<file path="config.mk">
export PLATFORM = sky130hd
export DESIGN_NAME = reset_sync_sequencer
export DESIGN_NICKNAME = d
export VERILOG_FILES = /design/src/rtl/rst_seq_pkg.sv /design/src/rtl/rst_sync_chain.sv /design/src/rtl/reset_sync_sequencer.sv
export SDC_FILE = /design/constraint.sdc
export NUM_CORES = 1
export LEC_CHECK = 0
export BUFFER_PORTS_ARGS = -buffer_cell sky130_fd_sc_hd__buf_2
export CAP_MARGIN = 15
export CORE_MARGIN = 2
export CORE_UTILIZATION = 43
export CTS_CLUSTER_SIZE = 10
export DETAILED_ROUTE_END_ITERATION = 10
export PLACE_DENSITY = 0.67
export SYNTH_ARGS = -nofsm -noshare
export SYNTH_HDL_FRONTEND = slang
export SYNTH_SLANG_ARGS = --single-unit
export TNS_END_PERCENT = 100
</file>
<file path="constraint.sdc">
create_clock -name clk_i -period 3.71 [get_ports clk_i]
set_input_delay 0.1855 -clock clk_i [delete_from_list [all_inputs] [get_ports clk_i]]
set_output_delay 0.1855 -clock clk_i [all_outputs]
set_load 0.02 [all_outputs]
</file>
<file path="src/rtl/rst_seq_pkg.sv">
// Shared types, parameter limits and width helper for the reset sequencer.
package rst_seq_pkg;

  typedef enum logic [1:0] {
    ST_HOLD    = 2'd0,
    ST_STRETCH = 2'd1,
    ST_RELEASE = 2'd2,
    ST_DONE    = 2'd3
  } rst_seq_state_e;

  localparam int SYNC_STAGES_MIN = 2;
  localparam int SYNC_STAGES_MAX = 4;
  localparam int NUM_CH_MIN      = 1;
  localparam int NUM_CH_MAX      = 8;
  localparam int STRETCH_CYC_MIN = 1;
  localparam int STRETCH_CYC_MAX = 65535;
  localparam int GAP_CYC_MIN     = 1;
  localparam int GAP_CYC_MAX     = 255;

  function automatic int rst_seq_cnt_width(input int stretch_cyc, input int gap_cyc);
    int max_v;
    max_v = (stretch_cyc > gap_cyc) ? stretch_cyc : gap_cyc;
    return $clog2(max_v + 1);
  endfunction

endpackage

</file>
<file path="src/rtl/rst_sync_chain.sv">
// Asynchronous-assert, synchronous-deassert reset synchroniser.
module rst_sync_chain #(
  parameter int SYNC_STAGES = 2
) (
  input  logic clk_i,
  input  logic rst_n_i,
  output logic sync_n_o
);

  logic [SYNC_STAGES-1:0] sync_q;

  always_ff @(posedge clk_i or negedge rst_n_i) begin
    if (!rst_n_i) begin
      sync_q <= '0;
    end else begin
      sync_q <= {sync_q[SYNC_STAGES-2:0], 1'b1};
    end
  end

  assign sync_n_o = sync_q[SYNC_STAGES-1];

endmodule

</file>
<file path="src/rtl/reset_sync_sequencer.sv">
// Reset synchroniser + sequencer: stretches reset, then releases channels in order.
// Optional RST_SEQ_CNT_EN adds a saturating software-reset request counter.
//
// state      | meaning
// -----------+-----------------------------------------------------------
// ST_HOLD    | all channels asserted, waiting for sync release and !sw_rst
// ST_STRETCH | all channels asserted, counting down STRETCH_CYC cycles
// ST_RELEASE | releasing one channel every GAP_CYC cycles, ch0 first
// ST_DONE    | all channels released, sequence complete
module reset_sync_sequencer
  import rst_seq_pkg::*;
#(
  parameter int SYNC_STAGES = 2,
  parameter int NUM_CH      = 4,
  parameter int STRETCH_CYC = 16,
  parameter int GAP_CYC     = 4
) (
  input  logic              clk_i,
  input  logic              rst_n_i,
  input  logic              sw_rst_i,
  output logic [NUM_CH-1:0] rst_n_o,
`ifdef RST_SEQ_CNT_EN
  output logic [7:0]        sw_rst_cnt_o,
`endif
  output logic              done_o,
  output logic              busy_o
);

  localparam int CW = rst_seq_cnt_width(STRETCH_CYC, GAP_CYC);
  localparam int IW = $clog2(NUM_CH) + 1;

  localparam logic [CW-1:0] STRETCH_LOAD = CW'(STRETCH_CYC - 1);
  localparam logic [CW-1:0] GAP_LOAD     = CW'(GAP_CYC - 1);
  localparam logic [IW-1:0] LAST_CH      = IW'(NUM_CH - 1);

  generate
    if (SYNC_STAGES < SYNC_STAGES_MIN || SYNC_STAGES > SYNC_STAGES_MAX) begin : g_bad_sync
      $error("SYNC_STAGES out of range");
    end
    if (NUM_CH < NUM_CH_MIN || NUM_CH > NUM_CH_MAX) begin : g_bad_num_ch
      $error("NUM_CH out of range");
    end
    if (STRETCH_CYC < STRETCH_CYC_MIN || STRETCH_CYC > STRETCH_CYC_MAX) begin : g_bad_stretch
      $error("STRETCH_CYC out of range");
    end
    if (GAP_CYC < GAP_CYC_MIN || GAP_CYC > GAP_CYC_MAX) begin : g_bad_gap
      $error("GAP_CYC out of range");
    end
  endgenerate

  logic           sync_n;
  rst_seq_state_e state_q;
  logic [CW-1:0]  cnt_q;
  logic [IW-1:0]  ch_idx_q;
  logic [NUM_CH-1:0] rst_n_q;
  logic           done_q;
  logic           busy_q;

  rst_sync_chain #(
    .SYNC_STAGES (SYNC_STAGES)
  ) u_sync (
    .clk_i    (clk_i),
    .rst_n_i  (rst_n_i),
    .sync_n_o (sync_n)
  );

  always_ff @(posedge clk_i or negedge rst_n_i) begin
    if (!rst_n_i) begin
      state_q  <= ST_HOLD;
      cnt_q    <= '0;
      ch_idx_q <= '0;
      rst_n_q  <= '0;
      done_q   <= 1'b0;
      busy_q   <= 1'b0;
    end else if (sw_rst_i) begin
      state_q  <= ST_HOLD;
      cnt_q    <= '0;
      ch_idx_q <= '0;
      rst_n_q  <= '0;
      done_q   <= 1'b0;
      busy_q   <= 1'b0;
    end else begin
      case (state_q)
        ST_HOLD: begin
          if (sync_n) begin
            state_q <= ST_STRETCH;
            cnt_q   <= STRETCH_LOAD;
            busy_q  <= 1'b1;
          end
        end
        ST_STRETCH: begin
          if (cnt_q == '0) begin
            state_q  <= ST_RELEASE;
            rst_n_q  <= NUM_CH'(1);
            ch_idx_q <= '0;
            cnt_q    <= GAP_LOAD;
          end else begin
            cnt_q <= cnt_q - CW'(1);
          end
        end
        ST_RELEASE: begin
          if (cnt_q == '0) begin
            if (ch_idx_q < LAST_CH) begin
              ch_idx_q <= ch_idx_q + IW'(1);
              // Channels release strictly in order, so shifting a 1 in sets the next bit.
              rst_n_q  <= NUM_CH'({rst_n_q, 1'b1});
              cnt_q    <= GAP_LOAD;
            end else begin
              state_q <= ST_DONE;
              rst_n_q <= '1;
              done_q  <= 1'b1;
              busy_q  <= 1'b0;
            end
          end else begin
            cnt_q <= cnt_q - CW'(1);
          end
        end
        default: begin
          rst_n_q <= '1;
          done_q  <= 1'b1;
          busy_q  <= 1'b0;
        end
      endcase
    end
  end

  assign rst_n_o = rst_n_q;
  assign done_o  = done_q;
  assign busy_o  = busy_q;

`ifdef RST_SEQ_CNT_EN
  logic       sw_rst_q;
  logic [7:0] sw_rst_cnt_q;

  always_ff @(posedge clk_i or negedge rst_n_i) begin
    if (!rst_n_i) begin
      sw_rst_q     <= 1'b0;
      sw_rst_cnt_q <= '0;
    end else begin
      sw_rst_q <= sw_rst_i;
      if (sw_rst_i && !sw_rst_q && (sw_rst_cnt_q != 8'hFF)) begin
        sw_rst_cnt_q <= sw_rst_cnt_q + 8'd1;
      end
    end
  end

  assign sw_rst_cnt_o = sw_rst_cnt_q;
`endif

endmodule

</file>
==> run_results.csv, run 1 <==
group,metric,value,unit
cts,clk-insertion-delay-late,300,ps
synth,synth_nets,109,
synth,yosys.area_share.adder,6.41,%
sta,finalSetupViolCount,0,
global_route,grt.overflow.total,0,
worst_setup_path,worst_r2r_endpoint,"busy_o",
global_route,antenna_found_initial,0,
synth,proportion_of_synthesized_chip_area_in_sequential_cells,46.2,%
worst_setup_path,critPathArrivalTime,2270,ps
route,post_detailed_routing_wire_length,1960,um
synth,synth_area,976,sq um
placement,dpl-instance-area,0.00103,sq mm
cts,cts_buffer_depth,2,
floorplan,chipHeight,51.6,um
sta,final_period_utilization,55.4,%
worst_setup_path,worstSetupStartpointType,"flop",
floorplan,floorplan.io_pins,9,
placement,io_buffer_count,8,
route,vias_per_cell,5.76,
power,max-vdd-ir-drop,0.459,mV
cts,worst_setup_hold_path_clk_slew,100,ps
finish,mostFrequentLayoutCells,"sky130_fd_sc_hd__dfrtp_1 (18), sky130_fd_sc_hd__a21oi_1 (11), sky130_fd_sc_hd__nor2_1 (11)",
sta,max_clock_freq,486,MHz
worst_setup_path,cp-startpoint,"cnt_q[0]",
global_route,grt_pass1_wl,3450,um
synth,synth_mux_area_share,0,%
synth,yosys.cell_types.count,34,
sta,period_minus_slack,2060,ps
worst_setup_path,r2r_slack,1650,ps
worst_setup_path,worst-endpoint-required,3930,ps
cts,clock-root-buffer,"sky130_fd_sc_hd__clkbuf_4",
floorplan,die_x,51.6,um
route,wl_per_cell,14.1,um
sta,slew_headroom,50.6,%
floorplan,placement_rows,17,
synth,synth-compound-area-share,24.2,%
synth,synth_top_family_by_area,"compound AO/OA/AOI/OAI gates",
sta,tns,0,ps
route,drt_first_pass_iters,4,
worst_setup_path,r2r_start,"cnt_q[0]",
finish,layout_commonest_cell,"sky130_fd_sc_hd__dfrtp_1",
sta,whs,245,ps
cts,cts_num_sinks,18,
worst_setup_path,endpoint,"busy_o",
worst_setup_path,worst-r2r-cell-count,6,
placement,pre_cts_slack,1660,ps
sta,tightestPinTransition,736,ps
route,route.detailed.drc,0,
sta,worst_slack,1650,ps
cts,cts_made_buffers,3,
finish,area_delta_synth_final,10.5,%
floorplan,die_area,0.00267,sq mm
route,vias,801,
global_route,global_route.usage.total,17.5,%
worst_setup_path,path_type_of_the_worst_setup_path,"flop to flop",
global_route,via_count_of_the_first_global_routing_pass,763,
status,run_status,"finished, final reports clean",
synth,synth_simple_gate_area_share,19.0,%
flow_run,maxCapViolations,0,
floorplan,initial_utilization,45.0,%
power,power.static_leakage,0.486,nW
route,initialDrtViolationCount,7,
finish,num_antenna_cells,0,
sta,final-hold-violation-count,0,
sta,grt_setup_unrepaired,"no",
sta,final_max_slew_viols,0,
finish,num-nets-final,120,
finish,post-route-cell-area,0.00108,sq mm
worst_setup_path,end_kind,"flop",
cts,htreeDepth,1,
synth,synth-seq-cells,18,
synth,synth_cells,101,
placement,hpwlAfterDp,1400,um
cts,post_cts.repair.setup_buffers,0,
global_route,grt_max_degree,19,
floorplan,core,0.00217,sq mm
placement,place.gp.congestion,0.776,
synth,yosysWarnings,0,
synth,xor_and_xnor_area_share_after_synthesis,0,%
cts,tritoncts,"yes",
finish,drive_above_1_share,15.3,%
sta,fin_skew,1.78,ps
min_path,worstHoldPathType,"input port to flop",
power,power.density_cell_area,819,mW/mm^2
finish,n_fill_cell,234,
worst_setup_path,critical_path.max_fanout,8,
route,antenna_violating_nets_post_route,0,
synth,syn-mean-instance-area,9.66,sq um
[power breakdown]
group | switching [W] | internal (W) | leakage [nW]
clock network | 0.0000644 | 0.0000599 | 0.0210
logic | 0.000293 | 0.000176 | 0.229
registers | 0.0000418 | 0.000249 | 0.235
[cells by family (layout without fill, tap and decap cells)]
family / Yosys count / count (layout)
buffers and inverters: 8 / 18
other: 1 / 1
AND/OR/NAND/NOR: 35 / 35
AO/OA/AOI/OAI: 34 / 34
adder cells (fa/ha/maj): 5 / 5
flip-flops: 18 / 18
[repair_timing]
action / in CTS / in global routing
endpoints found under the hold margin: 18 / 0
gates resized for setup: 0 / 0
hold buffers: 1 / 0
[critical path: stages (launching register included)]
cell and delay [ps]:
sky130_fd_sc_hd__dfrtp_1 420, sky130_fd_sc_hd__inv_1 60, sky130_fd_sc_hd__ha_1 190, sky130_fd_sc_hd__or4b_1 650, sky130_fd_sc_hd__o21ai_4 280, sky130_fd_sc_hd__a31oi_1 140, sky130_fd_sc_hd__a211oi_2 230
[worst min-delay path by stage]
stage / slack [ps] / depth (start not counted) / from / end
finish: 240 / 2 / sw_rst_i / done_o
global route: 280 / 2 / sw_rst_i / rst_n_o[0]
CTS: 240 / 2 / sw_rst_i / rst_n_o[0]
detailed placement: 140 / 1 / rst_n_i / cnt_q[3]
global placement: 140 / 1 / rst_n_i / ch_idx_q[0]
floorplan: -110 / 0 / rst_n_i / busy_o
[per-stage QoR]
step           total power (W)  std cells  utilization (%)
2_1_floorplan         0.000663        101                -
3_3_place_gp          0.000747        134             47.6
3_5_place_dp          0.000766        134             47.6
4_1_cts               0.000888        139             49.7
5_1_grt               0.000966        139             49.7
6_report              0.000883        139             49.7
[cell usage after synthesis, drive strengths merged]
cell type	number	share of area, %
nor4b	2	2.4
a21oi	11	5.6
o21a	2	1.5
nand2	7	2.7
nor4	1	0.64
a41oi	2	1.8
inv	5	1.9
ha	5	6.4
a211oi	1	1.3
nand3	1	0.51
nor2b	1	0.64
a311oi	1	0.90
nand2b	3	1.9
nor3	2	1.0
or3	1	0.64
dfrtp	18	46
a31o	2	1.8
o31ai	1	0.77
nor2	11	4.2
a21boi	1	0.77
or4b	1	1.0
or2	2	1.3
clkbuf	2	0.77
a211o	1	0.90
conb	1	0.38
a21o	1	0.77
buf	1	1.2
o2bb2ai	3	2.7
nand4	3	1.9
a31oi	1	0.64
o21ai	7	4.7
[sequential cells by signal (all words and copies together) (netlist names)]
name,cells
done_o,1
busy_o,1
cnt_q,5
rst_n_o,4
state_q,2
u_sync.sync_q,2
ch_idx_q,3
[per-layer routing]
metal / routed length [um] / global-route usage (%) / vias to the layer above
li1: - / - / 390
met1: 924 / 23.6 / 385
met2: 910 / 27.6 / 19
met3: 70 / 2.01 / 7
met4: 54 / 9.21 / 0
met5: 0 / 0 / -
[final cells by class]
type	count	area (sq um)	area share [%]
inverters	5	18.8	1.74
flip-flops and latches	18	450	41.8
multi-input cells	75	488	45.2
repair buffers	9	50.0	4.64
well taps	28	35.0	3.25
clock buffers	4	36.3	3.36
Power figures use the tool's default switching activity.
==> run 2: changes to the inputs <==
Clock period 3.71 ns to 2 ns, I/O delays scaled along.
==> run 2 against run 1 <==
Effect of this change:
- non-clock buffer count increased by 5
- utilization rose by 1.9 points
- cell area is 3.8% higher
- first-iteration DRC count is 29% higher
- critical endpoint unchanged
==> run_results.csv, run 2 (synthesis results as in run 1) <==
group,metric,value,unit
placement,place.gp.congestion,0.786,
placement,pre_cts_slack,29.8,ps
placement,place_inst,139,
cts,worst_setup_hold_path_clk_slew,100,ps
cts,post_cts.repair.setup_buffers,0,
global_route,antenna_found_initial,0,
worst_setup_path,end_kind,"flop",
sta,grt_setup_unrepaired,"no",
sta,final_max_slew_viols,0,
sta,final_period_utilization,94.0,%
sta,period_minus_slack,1880,ps
worst_setup_path,worst_path_largest_cell_delay,560,ps
worst_setup_path,r2r_start,"cnt_q[0]",
sta,fin_skew,1.79,ps
floorplan,placement_rows,17,
worst_setup_path,path_type_of_the_worst_setup_path,"flop to flop",
sta,final-hold-violation-count,0,
route,wl_per_cell,14.1,um
floorplan,initial_utilization,45.0,%
global_route,grt.overflow.total,0,
global_route,grt_max_degree,19,
floorplan,die_area,0.00267,sq mm
global_route,grt_pass1_wl,3460,um
flow_run,maxCapViolations,0,
finish,area_delta_synth_final,14.7,%
route,initialDrtViolationCount,9,
route,vias,807,
finish,drive_above_1_share,19.8,%
finish,biggest_register,"cnt_q",
route,route.detailed.drc,0,
route,post_detailed_routing_wire_length,2040,um
global_route,global_route.usage.total,17.5,%
worst_setup_path,critPathArrivalTime,2110,ps
route,vias_per_cell,5.60,
sta,tns,0,ps
worst_setup_path,worst-endpoint-required,2230,ps
worst_setup_path,worst_r2r_endpoint,"busy_o",
cts,cts_buffer_depth,2,
finish,layout_commonest_cell,"sky130_fd_sc_hd__dfrtp_1",
cts,cts_made_buffers,3,
worst_setup_path,r2r_slack,120,ps
global_route,via_count_of_the_first_global_routing_pass,762,
worst_setup_path,worst-r2r-cell-count,6,
status,run_status,"finished, final reports clean",
route,antenna_violating_nets_post_route,0,
placement,io_buffer_count,8,
finish,largest_register_ff_count,5,
power,totalPowerFinal,0.00173,W
worst_setup_path,critical_path.max_fanout,8,
finish,mostFrequentLayoutCells,"sky130_fd_sc_hd__dfrtp_1 (18), sky130_fd_sc_hd__a21oi_1 (11), sky130_fd_sc_hd__nor2_1 (11)",
cts,tritoncts,"yes",
placement,hpwlAfterDp,1480,um
finish,num_antenna_cells,0,
worst_setup_path,crit_chain,"inv_1 > ha_1 > or4b_4 > o21ai_4 > a31oi_1 > a211oi_2",
sta,max_clock_freq,532,MHz
worst_setup_path,endpoint,"busy_o",
sta,finalSetupViolCount,0,
power,power.static_leakage,0.511,nW
cts,cts_num_sinks,18,
worst_setup_path,cp-startpoint,"cnt_q[0]",
route,drt_first_pass_iters,4,
cts,htreeDepth,1,
floorplan,core,0.00217,sq mm
power,power.density_cell_area,1540,mW/mm^2
sta,whs,163,ps
floorplan,die_x,51.6,um
worst_setup_path,critPathSlowestCell,"sky130_fd_sc_hd__or4b_4",
floorplan,chipHeight,51.6,um
finish,final-instance-count-excl-fill,144,
power,max-vdd-ir-drop,0.883,mV
floorplan,floorplan.io_pins,9,
cts,clk-insertion-delay-late,300,ps
finish,num-nets-final,125,
finish,n_fill_cell,225,
worst_setup_path,worstSetupStartpointType,"flop",
cts,clock-root-buffer,"sky130_fd_sc_hd__clkbuf_4",
min_path,worstHoldPathType,"input port to flop",
sta,worst_slack,120,ps
[run 2: layout make-up]
cell class / count / area (sq um) / area share (%)
tap: 28 / 35.0 / 3.13
timing repair buffer: 14 / 87.6 / 7.82
multi-input combinational: 75 / 492 / 43.9
sequential: 18 / 450 / 40.2
clock buffer: 4 / 36.3 / 3.24
inverter: 5 / 18.8 / 1.68
[run 2: worst min path at each step]
stage,startpoint,depth (start not counted),to
after floorplan,rst_n_i,0,busy_o
after global placement,rst_n_i,1,ch_idx_q[0]
after detailed placement,rst_n_i,1,ch_idx_q[2]
after CTS,sw_rst_i,2,busy_o
after global routing,sw_rst_i,2,busy_o
final,sw_rst_i,2,busy_o
[run 2: through the flow]
stage | area, sq um | util (%)
floorplan | 976 | -
global placement | 1070 | 49.3
detailed placement | 1070 | 49.3
CTS | 1120 | 51.6
global route | 1120 | 51.6
finish | 1120 | 51.6
[run 2: layer usage]
layer	global-route usage, %	wire length, um	vias to the layer above
li1	-	-	398
met2	28.6	1010	17
met3	3.74	72	5
met5	0	0	-
met1	22.4	917	387
met4	7.02	37	0
[run 2: power breakdown]
| group | internal (W) | switching (W) | leakage, nW |
|---|---|---|---|
| Combinational | 0.000395 | 0.000564 | 0.255 |
| Sequential | 0.000461 | 0.0000784 | 0.235 |
| Clock | 0.000111 | 0.000120 | 0.0210 |
[run 2: what timing repair did]
action / 4_1_cts / 5_1_grt
hold buffers: 1 / 0
setup endpoints to repair: 1 / 0
resized for setup: 1 / 0
endpoints found under the hold margin: 18 / 0
[run 2: critical path, delay by kind of cell, from the launching register on]
family | cells | cell delay, ps
flip-flops | 1 | 420
AND/OR/NAND/NOR | 1 | 560
AO/OA/AOI/OAI | 3 | 580
buffers and inverters | 1 | 70
adder cells (fa/ha/maj) | 1 | 200
==> run 3: changes to the inputs <==
Clock period 2 ns to 2.4 ns, I/O delays scaled along.
==> run 3 against run 2 <==
Effect of this change:
- sequential power decreased by 17%
- worst hold slack improved by 29 ps
- flip-flop and latch count unchanged
- routed wire length decreased by 6.4%
- cell area decreased by 3.6%
- critical endpoint unchanged
- largest power group unchanged
==> run_results.csv, run 3 (synthesis results as in run 1) <==
group,metric,value,unit
route,wl_per_cell,13.6,um
sta,tightestPinTransition,687,ps
worst_setup_path,path_type_of_the_worst_setup_path,"flop to flop",
placement,hpwlAfterDp,1400,um
sta,tns,0,ps
cts,tritoncts,"yes",
finish,finish.utilization,49.8,%
placement,dpl-instance-area,0.00105,sq mm
route,initialDrtViolationCount,19,
power,power.static_leakage,0.488,nW
sta,period_minus_slack,1980,ps
worst_setup_path,timing.critical_path.max_delay_family,"simple AND/OR/NAND/NOR gates",
cts,cts_num_sinks,18,
worst_setup_path,end_kind,"flop",
sta,final_period_utilization,82.5,%
global_route,antenna_found_initial,0,
finish,area_delta_synth_final,10.6,%
floorplan,core,0.00217,sq mm
route,vias_per_cell,5.65,
finish,biggest_register,"cnt_q",
sta,final_max_slew_viols,0,
flow_run,maxCapViolations,0,
cts,clk-insertion-delay-late,290,ps
worst_setup_path,worstPathBufferInverterCount,1,
placement,place.gp.congestion,0.756,
sta,grt_setup_unrepaired,"no",
worst_setup_path,worst-endpoint-required,2610,ps
finish,n_fill_cell,228,
power,power.density_cell_area,1230,mW/mm^2
placement,io_buffer_count,8,
cts,htreeDepth,1,
sta,final-hold-violation-count,0,
sta,finalSetupViolCount,0,
global_route,grt_pass1_wl,3380,um
route,route.detailed.drc,0,
worst_setup_path,critPathArrivalTime,2190,ps
cts,cts_made_buffers,3,
worst_setup_path,worstSetupStartpointType,"flop",
finish,mostFrequentLayoutCells,"sky130_fd_sc_hd__dfrtp_1 (18), sky130_fd_sc_hd__a21oi_1 (11), sky130_fd_sc_hd__nor2_1 (11)",
global_route,grt.overflow.total,0,
sta,slew_headroom,53.9,%
cts,post_cts.repair.setup_buffers,0,
worst_setup_path,critPathSlowestCell,"sky130_fd_sc_hd__or4b_1",
cts,worst_setup_hold_path_clk_slew,100,ps
worst_setup_path,crit_chain,"inv_1 > ha_1 > or4b_1 > o21ai_4 > a31oi_1 > a211oi_2",
global_route,grt_max_degree,19,
route,post_detailed_routing_wire_length,1910,um
floorplan,placement_rows,17,
cts,clock-root-buffer,"sky130_fd_sc_hd__clkbuf_4",
route,antenna_violating_nets_post_route,0,
sta,max_clock_freq,505,MHz
finish,num_antenna_cells,0,
finish,drive_above_1_share,16.1,%
sta,fin_skew,5.76,ps
finish,post-route-cell-area,0.00108,sq mm
worst_setup_path,critical_path.max_fanout,8,
route,vias,791,
finish,layout_commonest_cell,"sky130_fd_sc_hd__dfrtp_1",
floorplan,initial_utilization,45.0,%
floorplan,floorplan.io_pins,9,
status,run_status,"finished, final reports clean",
floorplan,die_x,51.6,um
cts,cts_buffer_depth,2,
finish,num-nets-final,122,
global_route,via_count_of_the_first_global_routing_pass,762,
floorplan,die_area,0.00267,sq mm
power,max-vdd-ir-drop,0.645,mV
global_route,global_route.usage.total,17.1,%
worst_setup_path,worst_path_largest_cell_delay,640,ps
route,drt_first_pass_iters,4,
floorplan,chipHeight,51.6,um
finish,largest_register_ff_count,5,
min_path,worstHoldPathType,"input port to flop",
## run 3: changes by cell type in the layout (fill, tap and decap cells not counted)
| cell | delta |
|---|---|
| sky130_fd_sc_hd__clkbuf_8 | -1 |
| sky130_fd_sc_hd__or4b_1 | +1 |
| sky130_fd_sc_hd__or4b_4 | -1 |
| sky130_fd_sc_hd__buf_4 | -3 |
## run 3: where the power goes
group | switching, W | internal [W]
Clock | 0.0000862 | 0.0000584
Combinational | 0.000455 | 0.000283
Sequential | 0.0000627 | 0.000385
## run 3: what timing repair did
action,CTS,global route
resized for setup,0,0
hold endpoints to repair,18,0
hold buffers,1,0
endpoints found under the setup margin,0,0
## run 3: layout make-up
type	count	area [sq um]	share of cell area (%)
Multi-Input combinational cell	75	488	45.2
Inverter	5	18.8	1.74
Tap cell	28	35.0	3.24
Sequential cell	18	450	41.7
Clock buffer	3	22.5	2.09
Timing Repair Buffer	11	65.1	6.03
## run 3: worst reg2reg max path, cell delays in order, from the launching register on
cell and delay (ps):
sky130_fd_sc_hd__dfrtp_1 410, sky130_fd_sc_hd__inv_1 70, sky130_fd_sc_hd__ha_1 190, sky130_fd_sc_hd__or4b_1 640, sky130_fd_sc_hd__o21ai_4 280, sky130_fd_sc_hd__a31oi_1 120
sky130_fd_sc_hd__a211oi_2 200
## run 3: worst paths after layout
path                            cells after the start  slack, ps                to        startpoint
max in group asynchronous                           2       1830          cnt_q[1]           rst_n_i
min in group asynchronous                           2        270          cnt_q[4]           rst_n_i
worst min register to register                      0        350  u_sync.sync_q[1]  u_sync.sync_q[0]
worst max-delay path                                6        420            busy_o          cnt_q[0]
worst min-delay path                                2        190        rst_n_o[0]          sw_rst_i
worst max register to register                      6        420            busy_o          cnt_q[0]
## run 3: through the flow
stage | hold slack, ps | setup WS (ps) | cells | power, W
2_1_floorplan | -176 | 647 | 101 | 0.00103
3_3_place_gp | 75.0 | 441 | 136 | 0.00117
3_5_place_dp | 76.3 | 427 | 136 | 0.00119
4_1_cts | 197 | 402 | 140 | 0.00134
5_1_grt | 213 | 203 | 140 | 0.00145
6_report | 192 | 420 | 140 | 0.00133
## run 3: per-layer routing
layer / wire length [um] / vias to the layer above / global-route usage (%)
li1: - / 389 / -
met1: 926 / 386 / 22.2
met2: 888 / 11 / 27.4
met3: 53 / 5 / 3.45
met4: 37 / 0 / 8.33
met5: 0 / - / 0
